[src/rtl/pwm_breath_seq.sv]
// pwm_breath_seq
// Sequencer for one or more pwm_ctr instances. It owns the shared period
// counter, the per-period duty (percent) and the rate word. The period length
// is CLK_HZ/rate, found with an iterative restoring divider. The duty ramps
// up, holds, ramps down and holds again, giving an LED "breathing" pattern.
// Duty, phase and rate only change on period boundaries, so a period in
// flight is never cut short or reshaped.
//
// Ports:
//   clk, rst_n        clock; asynchronous active-low reset
//   en                run request (level)
//   rate_in           requested PWM frequency in Hz (0 acts as 1)
//   step              duty change per update, percent
//   periods_per_step  periods between duty updates (0 acts as 1)
//   hold_periods      periods held at each end of the ramp (0 = no hold)
//   cnt               shared period counter
//   duty              current duty, percent
//   rate              rate the current period length was computed for
//   period_top        last cnt value of a period (CLK_HZ/rate - 1)
//   period_start      high on the cycles where cnt==0 while running
//   busy              high while the divider runs
//   phase             0=UP, 1=HOLD_HI, 2=DOWN, 3=HOLD_LO
module pwm_breath_seq #(
  parameter int unsigned CLK_HZ   = 27_000_000,
  parameter int unsigned DUTY_MAX = 100,
  parameter int unsigned DUTY_MIN = 0
) (
  input  logic        clk,
  input  logic        rst_n,
  input  logic        en,
  input  logic [31:0] rate_in,
  input  logic [7:0]  step,
  input  logic [15:0] periods_per_step,
  input  logic [15:0] hold_periods,
  output logic [31:0] cnt,
  output logic [31:0] duty,
  output logic [31:0] rate,
  output logic [31:0] period_top,
  output logic        period_start,
  output logic        busy,
  output logic [1:0]  phase
);

  localparam logic [31:0] DIVIDEND = 32'(CLK_HZ);
  localparam logic [31:0] D_MAX    = 32'(DUTY_MAX);
  localparam logic [31:0] D_MIN    = 32'(DUTY_MIN);

  typedef enum logic [1:0] {S_IDLE, S_CALC, S_RUN} state_t;
  typedef enum logic [1:0] {PH_UP = 2'd0, PH_HOLD_HI = 2'd1,
                            PH_DOWN = 2'd2, PH_HOLD_LO = 2'd3} phase_t;

  state_t      state_q, state_d;
  phase_t      phase_q, phase_d, phase_seq;
  logic [31:0] cnt_q, cnt_d;
  logic [31:0] duty_q, duty_d, duty_seq;
  logic [31:0] rate_q, rate_d;
  logic [31:0] period_top_q, period_top_d;
  logic        period_start_q, period_start_d;
  logic [31:0] pc_q, pc_d, pc_seq;
  logic [31:0] rate_l_q, rate_l_d;
  logic [31:0] rem_q, rem_d;
  logic [31:0] quo_q, quo_d;
  logic [4:0]  div_bit_q, div_bit_d;

  logic [31:0] rate_in_eff, pps_eff, hold_eff, pc_inc;
  logic        boundary;
  logic [4:0]  div_idx;
  logic [32:0] rem_shift;
  logic        q_bit;
  logic [31:0] rem_next, quo_next;
  logic [32:0] sum_up, floor_dn;

  assign rate_in_eff = (rate_in == 32'd0) ? 32'd1 : rate_in;
  assign pps_eff     = (periods_per_step == 16'd0) ? 32'd1 : {16'd0, periods_per_step};
  assign hold_eff    = {16'd0, hold_periods};
  assign pc_inc      = pc_q + 32'd1;
  assign boundary    = (cnt_q == period_top_q);

  // One restoring-divider step: the working remainder is 33 bits wide
  // (stored remainder shifted left plus the next dividend bit, MSB first).
  // After subtraction the remainder is below the divisor, so 32 stored bits
  // are enough.
  always_comb begin
    div_idx   = 5'd31 - div_bit_q;
    rem_shift = {rem_q, DIVIDEND[div_idx]};
    q_bit     = (rem_shift >= {1'b0, rate_l_q});
    rem_next  = q_bit ? (rem_shift[31:0] - rate_l_q) : rem_shift[31:0];
    quo_next  = quo_q;
    quo_next[div_idx] = q_bit;
  end

  // Breathing sequencer: what duty/phase/pc become if the current edge is a
  // period boundary. pc counts periods towards a duty step while ramping and
  // counts held periods while holding.
  always_comb begin
    duty_seq  = duty_q;
    phase_seq = phase_q;
    pc_seq    = pc_q;
    sum_up    = {1'b0, duty_q} + {25'd0, step};
    floor_dn  = {1'b0, D_MIN} + {25'd0, step};
    case (phase_q)
      PH_UP: begin
        if (pc_inc >= pps_eff) begin
          pc_seq   = 32'd0;
          duty_seq = (sum_up >= {1'b0, D_MAX}) ? D_MAX : sum_up[31:0];
          if (duty_seq == D_MAX) begin
            phase_seq = (hold_periods == 16'd0) ? PH_DOWN : PH_HOLD_HI;
          end
        end else begin
          pc_seq = pc_inc;
        end
      end
      PH_HOLD_HI: begin
        if (pc_inc >= hold_eff) begin
          pc_seq    = 32'd0;
          phase_seq = PH_DOWN;
        end else begin
          pc_seq = pc_inc;
        end
      end
      PH_DOWN: begin
        if (pc_inc >= pps_eff) begin
          pc_seq   = 32'd0;
          duty_seq = ({1'b0, duty_q} <= floor_dn) ? D_MIN : (duty_q - {24'd0, step});
          if (duty_seq == D_MIN) begin
            phase_seq = (hold_periods == 16'd0) ? PH_UP : PH_HOLD_LO;
          end
        end else begin
          pc_seq = pc_inc;
        end
      end
      PH_HOLD_LO: begin
        if (pc_inc >= hold_eff) begin
          pc_seq    = 32'd0;
          phase_seq = PH_UP;
        end else begin
          pc_seq = pc_inc;
        end
      end
      default: ;
    endcase
  end

  // Main control: IDLE waits for en, CALC runs the 32 divider steps, RUN
  // counts periods. Leaving RUN (stop or rate change) only happens on a
  // boundary so the last period always completes.
  always_comb begin
    state_d      = state_q;
    phase_d      = phase_q;
    cnt_d        = cnt_q;
    duty_d       = duty_q;
    rate_d       = rate_q;
    period_top_d = period_top_q;
    pc_d         = pc_q;
    rate_l_d     = rate_l_q;
    rem_d        = rem_q;
    quo_d        = quo_q;
    div_bit_d    = div_bit_q;
    case (state_q)
      S_IDLE: begin
        cnt_d   = 32'd0;
        duty_d  = D_MIN;
        phase_d = PH_UP;
        pc_d    = 32'd0;
        if (en) begin
          rate_l_d  = rate_in_eff;
          rem_d     = 32'd0;
          quo_d     = 32'd0;
          div_bit_d = 5'd0;
          state_d   = S_CALC;
        end
      end
      S_CALC: begin
        cnt_d = 32'd0;
        if (!en) begin
          state_d = S_IDLE;
          duty_d  = D_MIN;
          phase_d = PH_UP;
          pc_d    = 32'd0;
        end else begin
          rem_d     = rem_next;
          quo_d     = quo_next;
          div_bit_d = div_bit_q + 5'd1;
          if (div_bit_q == 5'd31) begin
            // A zero quotient (rate above CLK_HZ) pins the period to one cycle.
            period_top_d = (quo_next == 32'd0) ? 32'd0 : (quo_next - 32'd1);
            rate_d       = rate_l_q;
            state_d      = S_RUN;
          end
        end
      end
      S_RUN: begin
        if (boundary) begin
          cnt_d = 32'd0;
          if (!en) begin
            state_d = S_IDLE;
            duty_d  = D_MIN;
            phase_d = PH_UP;
            pc_d    = 32'd0;
          end else begin
            duty_d  = duty_seq;
            phase_d = phase_seq;
            pc_d    = pc_seq;
            if (rate_in_eff != rate_q) begin
              rate_l_d  = rate_in_eff;
              rem_d     = 32'd0;
              quo_d     = 32'd0;
              div_bit_d = 5'd0;
              state_d   = S_CALC;
            end
          end
        end else begin
          cnt_d = cnt_q + 32'd1;
        end
      end
      default: state_d = S_IDLE;
    endcase
    period_start_d = (state_d == S_RUN) && (cnt_d == 32'd0);
  end

  always_ff @(posedge clk or negedge rst_n) begin
    if (!rst_n) begin
      state_q        <= S_IDLE;
      phase_q        <= PH_UP;
      cnt_q          <= 32'd0;
      duty_q         <= D_MIN;
      rate_q         <= 32'd0;
      period_top_q   <= 32'd0;
      period_start_q <= 1'b0;
      pc_q           <= 32'd0;
      rate_l_q       <= 32'd0;
      rem_q          <= 32'd0;
      quo_q          <= 32'd0;
      div_bit_q      <= 5'd0;
    end else begin
      state_q        <= state_d;
      phase_q        <= phase_d;
      cnt_q          <= cnt_d;
      duty_q         <= duty_d;
      rate_q         <= rate_d;
      period_top_q   <= period_top_d;
      period_start_q <= period_start_d;
      pc_q           <= pc_d;
      rate_l_q       <= rate_l_d;
      rem_q          <= rem_d;
      quo_q          <= quo_d;
      div_bit_q      <= div_bit_d;
    end
  end

  assign cnt          = cnt_q;
  assign duty         = duty_q;
  assign rate         = rate_q;
  assign period_top   = period_top_q;
  assign period_start = period_start_q;
  assign busy         = (state_q == S_CALC);
  assign phase        = phase_q;

endmodule

[config.mk]
export PLATFORM = sky130hd
export DESIGN_NAME = pwm_breath_seq
export DESIGN_NICKNAME = d
export VERILOG_FILES = /design/src/rtl/pwm_breath_seq.sv
export SDC_FILE = /design/constraint.sdc
export NUM_CORES = 1
export LEC_CHECK = 0
export CORE_MARGIN = 2
export CORE_UTILIZATION = 52
export DETAILED_ROUTE_END_ITERATION = 6
export PLACE_DENSITY = 0.77
export REMOVE_ABC_BUFFERS = 1
export SKIP_CTS_REPAIR_TIMING = 1
export SYNTH_ARGS = -nofsm -noshare
export SYNTH_HDL_FRONTEND = slang
export SYNTH_SLANG_ARGS = --single-unit
[constraint.sdc]
create_clock -name clk -period 6.3 [get_ports clk]
set_clock_uncertainty 0.1 [all_clocks]
set_input_delay 0.945 -clock clk [delete_from_list [all_inputs] [get_ports clk]]
set_output_delay 0.945 -clock clk [all_outputs]
set_load 0.02 [all_outputs]
==> flow_summary.json, run 1 <==
{
  "status": "complete, but fails checks",
  "violations": "DRC",
  "wl_um": 59100,
  "dp_hpwl_um": 43000,
  "hold_path.class": "in -> async",
  "gp_congestion": 0.985,
  "synth_area_per_cell_sq_um": 8.07,
  "p_per_area_nw_per_um2": 195,
  "whs_ns": 0.208,
  "synthTopCellsByArea": "dfrtp_1 35%, nand2_1 6.4%, o21ai_0 6.4%",
  "maxCapViolCount": 0,
  "layout.nets": 2632,
  "synth-edff-count": 0,
  "synthArstFlopShare_pct": 100,
  "p_leak_nw": 9.80,
  "dpl_worst_slack_ns": 1.21,
  "grt_overflow": 0,
  "synth_top_area_share_pct": 35.3,
  "fin_area_sq_um": 22300,
  "grt_pass1_wl_um": 95200,
  "start_util_pct": 52.9,
  "cp.arrival_ns": 5.42,
  "start_kind": "flip-flop",
  "rrSetupSlack_ns": 1.18,
  "syn_inst": 2334,
  "core-area_sq_um": 35700,
  "numClockSinks": 266,
  "crit_fanout": 10,
  "drt-vias-per-instance": 6.21,
  "clockBufferDepth": 3,
  "place_area_sq_um": 21200,
  "clock_latency_ns": 0.56,
  "ir_worst_vdd_uv": 210,
  "die_area_sq_um": 37800,
  "cts_tree": "yes",
  "setup_viol": 0,
  "drt_iter0_markers": 1574,
  "antenna_found_initial": 0,
  "clk_pin_slew_ns": 0.06,
  "synth_area_leader_cell": "dfrtp_1",
  "end_kind": "flip-flop",
  "fin_crit_ns": 5.12,
  "vias": 18300,
  "rsz0062_at_grt": "false",
  "placementRows": 69,
  "drc": 15,
  "crit_type": "reg -> reg",
  "ys_ff_latch": 266,
  "fmax_mhz": 195,
  "htree_levels": 1,
  "num_antenna_cells": 0,
  "yosysSeqAreaShare_pct": 35.3,
  "required_ns": 6.60,
  "ys_top_cells_by_count": "322 x nand2_1, 266 x dfrtp_1, 241 x o21ai_0",
  "cts_buffers": 31,
  "fin_ws_ns": 1.18,
  "syn_to_final_growth_pct": 18.2,
  "drv_slew": 0,
  "port_buffers": 206,
  "yosys_warnings": 0,
  "grt_pass1_vias": 17400,
  "total_power_mw": 4.34,
  "synth_cell_types": 86,
  "drive_gt1_share_pct": 4.50,
  "worst_pin_slew_ns": 1.24,
  "synthFlopType": "dfrtp_1",
  "antenna_left": 0,
  "firstDrtPassIters": 7,
  "final.period_utilization_pct": 81.3,
  "wl_per_cell_um": 20.0,
  "grt_usage_pct": 30.8,
  "io_pins": 207,
  "hold_viol_final": 0,
  "synth_area_sq_um": 18800,
  "relSlewSlack_pct": 17.1,
  "cts_root_buffer": "clkbuf_16",
  "die_height_um": 194,
  "tns_ns": 0,
  "synth.most_common_cell": "nand2_1",
  "die_w_um": 194,
  "grt_max_degree": 132
}
-- stage by stage --
stage	instances	utilization, %
after detailed placement	2893	59.4
after CTS	2949	62.5
after floorplan	2202	-
after global placement	2893	59.4
final	2949	62.5
after global routing	2949	62.5
-- routing by layer --
metal / track usage (%) / part of all wire, % / up-vias
met5: 0 / 0 / -
met4: 9.52 / 2.6 / 0
met3: 3.77 / 6.3 / 108
met2: 50.6 / 47 / 744
met1: 42.5 / 44 / 8863
li1: - / - / 8607
-- cell type report --
| cell class | instances | area [sq um] |
|---|---|---|
| tap | 461 | 577 |
| fill | 3131 | 13400 |
| multi-input combinational | 1807 | 11200 |
| clock buffer | 44 | 905 |
| timing repair buffer | 230 | 2260 |
| sequential | 266 | 6660 |
| clock inverter | 12 | 171 |
| inverter | 129 | 484 |
-- state kept, by name, summed over array words and instances (netlist names) --
| signal | flops |
|---|---|
| div_bit_q | 5 |
| duty | 32 |
| period_start | 1 |
| phase | 2 |
| rate_l_q | 32 |
| cnt | 32 |
| pc_q | 32 |
| state_q | 2 |
| rate | 32 |
| quo_q | 32 |
| period_top | 32 |
| rem_q | 32 |
-- worst max-delay path, stage by stage, from the launching register on --
cell and delay (ns):
dfrtp_1 0.44, inv_1 0.10, ha_1 0.31, mux2i_1 0.08, mux2i_1 0.16, nor2_1 0.05, a31oi_1 0.25, ha_1 0.24
inv_1 0.05, a21oi_1 0.22, o2111ai_1 0.20, nand3_1 0.17, nand4_1 0.21, a21o_1 0.32, a2111o_1 0.47, or4b_1 0.76
or4_1 0.60, a21oi_1 0.16, o31ai_1 0.08
-- cell usage in the layout (no fill, tap or decap), drive strengths merged, types with 36 or more instances in the layout --
master / instances
ha: 89
nor3: 47
clkbuf: 44
xnor2: 92
xor2: 67
nand4: 45
clkdlybuf4s50: 205
a21oi: 153
nor2: 139
o21ai: 263
inv: 129
a31oi: 39
nand3: 63
a22o: 36
nand2: 322
dfrtp: 266
nor4: 43
nand2b: 40
-- kinds of logic (layout without fill, tap and decap cells) --
group | Yosys count | in the layout | share of synthesized area (%)
AOI/OAI and AO/OA | 694 | 694 | 22.8
xor gates and xnor gates | 159 | 159 | 7.39
adders and majority gates | 92 | 92 | 6.23
buffers and inverters | 261 | 415 | 5.35
DFF | 266 | 266 | 35.3
muxes | 17 | 17 | 0.923
and+or+nand+nor | 845 | 845 | 22.0
-- path summary, 6_finish.rpt --
check / from / end / cells past startpoint
max in group asynchronous: rst_n / phase[1] / 2
min reg2reg: quo_q[15] / quo_q[15] / 2
min: rst_n / duty[29] / 1
min in group clk: quo_q[15] / quo_q[15] / 2
max: div_bit_q[1] / period_top[23] / 18
max reg2reg: div_bit_q[1] / period_top[23] / 18
-- power by group --
group	internal [mW]	switching (mW)	leakage, nW	total, mW
Sequential	1.75	0.0264	3.66	1.77
Combinational	0.250	0.435	5.62	0.685
Clock	1.16	0.729	0.522	1.88
Total	3.15	1.19	9.80	4.34
Power figures use the tool's default switching activity.
==> run 2: changes to the inputs <==
CORE_UTILIZATION = 58   (was 52)
PLACE_DENSITY = 0.82   (was 0.77)
clock period = 4.8 ns   (was 6.3 ns; I/O delays follow)
==> run 2 against run 1 <==
  * The flow finishes with violations (hold timing)
  * Flip-flop and latch count unchanged
  * Critical path depth is 1 higher
  * Fmax increased by 12%
  * Non-clock buffer count increased by 55
  * Cell area increased by 2.0%
  * Wire length grew 1.4%
  * Critical endpoint unchanged
==> flow_summary.json, run 2 (same netlist as run 1, synthesis figures left out) <==
{
  "status": "complete, but fails checks",
  "violations": "hold timing",
  "multi_input_area_sq_um": 11300,
  "hold_viol_final": 1,
  "final.period_utilization_pct": 95.0,
  "fin_crit_ns": 4.56,
  "drv_slew": 0,
  "vias": 18700,
  "die_height_um": 184,
  "num_antenna_cells": 0,
  "whs_ns": -0.00192,
  "cp.arrival_ns": 4.88,
  "drive_gt1_share_pct": 6.84,
  "wl_per_cell_um": 20.1,
  "layout.nets": 2686,
  "nFillCells": 2592,
  "final_common_cell": "nand2_1",
  "crit_type": "reg -> reg",
  "firstDrtPassIters": 7,
  "antenna_found_initial": 0,
  "fin_util_pct": 70.3,
  "clockBufferDepth": 3,
  "grt_pass1_wl_um": 94600,
  "numClockSinks": 266,
  "hold_path.class": "in -> async",
  "antenna_left": 0,
  "gp_congestion": 0.969,
  "placementRows": 66,
  "worst_pin_slew_ns": 1.09,
  "drc": 0,
  "rsz0062_at_grt": "false",
  "grt_usage_pct": 34.7,
  "slowest_delay_ns": 0.54,
  "layout_common_cells": "322 x nand2_1, 265 x dfrtp_1, 241 x o21ai_0",
  "ff2ff_path_depth": 19,
  "p_per_area_nw_per_um2": 251,
  "fmax_mhz": 219,
  "grt_pass1_vias": 17700,
  "ir_worst_vdd_uv": 300,
  "syn_to_final_growth_pct": 20.5,
  "maxCapViolCount": 0,
  "io_pins": 207,
  "die_area_sq_um": 33900,
  "crit_fanout": 20,
  "cts_tree": "yes",
  "relSlewSlack_pct": 27.0,
  "tns_ns": 0,
  "clock_latency_ns": 0.57,
  "port_buffers": 206,
  "seq_area_sq_um": 6660,
  "htree_levels": 1,
  "setup_viol": 0,
  "die_w_um": 184,
  "start_util_pct": 58.4,
  "required_ns": 5.12,
  "slowest_stage": "or4_1",
  "wl_um": 59900,
  "grt_overflow": 0,
  "core-area_sq_um": 32300,
  "p_leak_nw": 10.1,
  "cts_root_buffer": "clkbuf_16",
  "cts_buffers": 30,
  "path_cells": "inv_1 > ha_1 > mux2i_1 > mux2i_1 > nor2_1 > a31oi_1 > ha_2 > inv_1 > a21oi_2 > o2111ai_1 > nand3_1 > nand4_1 > a21o_1 > buf_4 > o22ai_1 > or4b_4 > or4_1 > a21oi_1 > o31ai_1",
  "drt_iter0_markers": 1674,
  "start_kind": "flip-flop",
  "end_kind": "flip-flop",
  "dp_hpwl_um": 43900,
  "drt-vias-per-instance": 6.27,
  "clk_pin_slew_ns": 0.06,
  "grt_max_degree": 107
}
## run 2: final timing paths
path / startpoint / to / slack (ns)
min in group clk: quo_q[20] / quo_q[20] / 0.39
worst min register to register: quo_q[20] / quo_q[20] / 0.39
worst min-delay path: rst_n / duty[29] / -0.002
max in group asynchronous: rst_n / quo_q[26] / 3.60
worst max-delay path: div_bit_q[0] / period_top[23] / 0.24
worst max register to register: div_bit_q[0] / period_top[23] / 0.24
## run 2: stage by stage
stage          std cells  setup slack [ns]  cell area, sq um  hold slack (ns)  power (mW)
5_1_grt             2985           0.00534             22700           0.0586        5.90
3_3_place_gp        2929             0.182             21600            0.358        3.29
4_1_cts             2985             0.172             22700           0.0446        5.70
6_report            2985             0.240             22700         -0.00192        5.70
3_5_place_dp        2929             0.160             21600            0.373        3.30
2_1_floorplan       2202             -2.86             18300            0.324        2.90
## run 2: report_power, final
| part | internal [mW] | switching [mW] |
|---|---|---|
| clock network | 1.41 | 0.995 |
| registers | 2.29 | 0.0316 |
| logic | 0.368 | 0.601 |
| total | 4.07 | 1.63 |
## run 2: per-layer routing
metal / track usage (%) / wire length [um] / vias to the layer above
met5: 0 / 0 / -
met4: 11.1 / 1900 / 0
met3: 4.01 / 4570 / 144
met2: 59.2 / 28700 / 857
met1: 46.2 / 24700 / 9024
li1: - / - / 8696
## run 2: layout make-up
class	count	share of cell area, %
Clock buffer	39	3.72
Inverter	129	2.13
Clock inverter	17	0.854
Multi-Input combinational cell	1807	49.5
Tap cell	442	2.44
Sequential cell	266	29.3
Timing Repair Buffer	285	12.0
## run 2: critical path, delay by kind of cell, from the launching register on
kind / cells / cell delay [ns]
simple gates: 5 / 1.46
compound gates: 7 / 1.24
fa+ha+maj: 2 / 0.56
flops: 1 / 0.42
buf+inv: 3 / 0.40
mux: 2 / 0.21
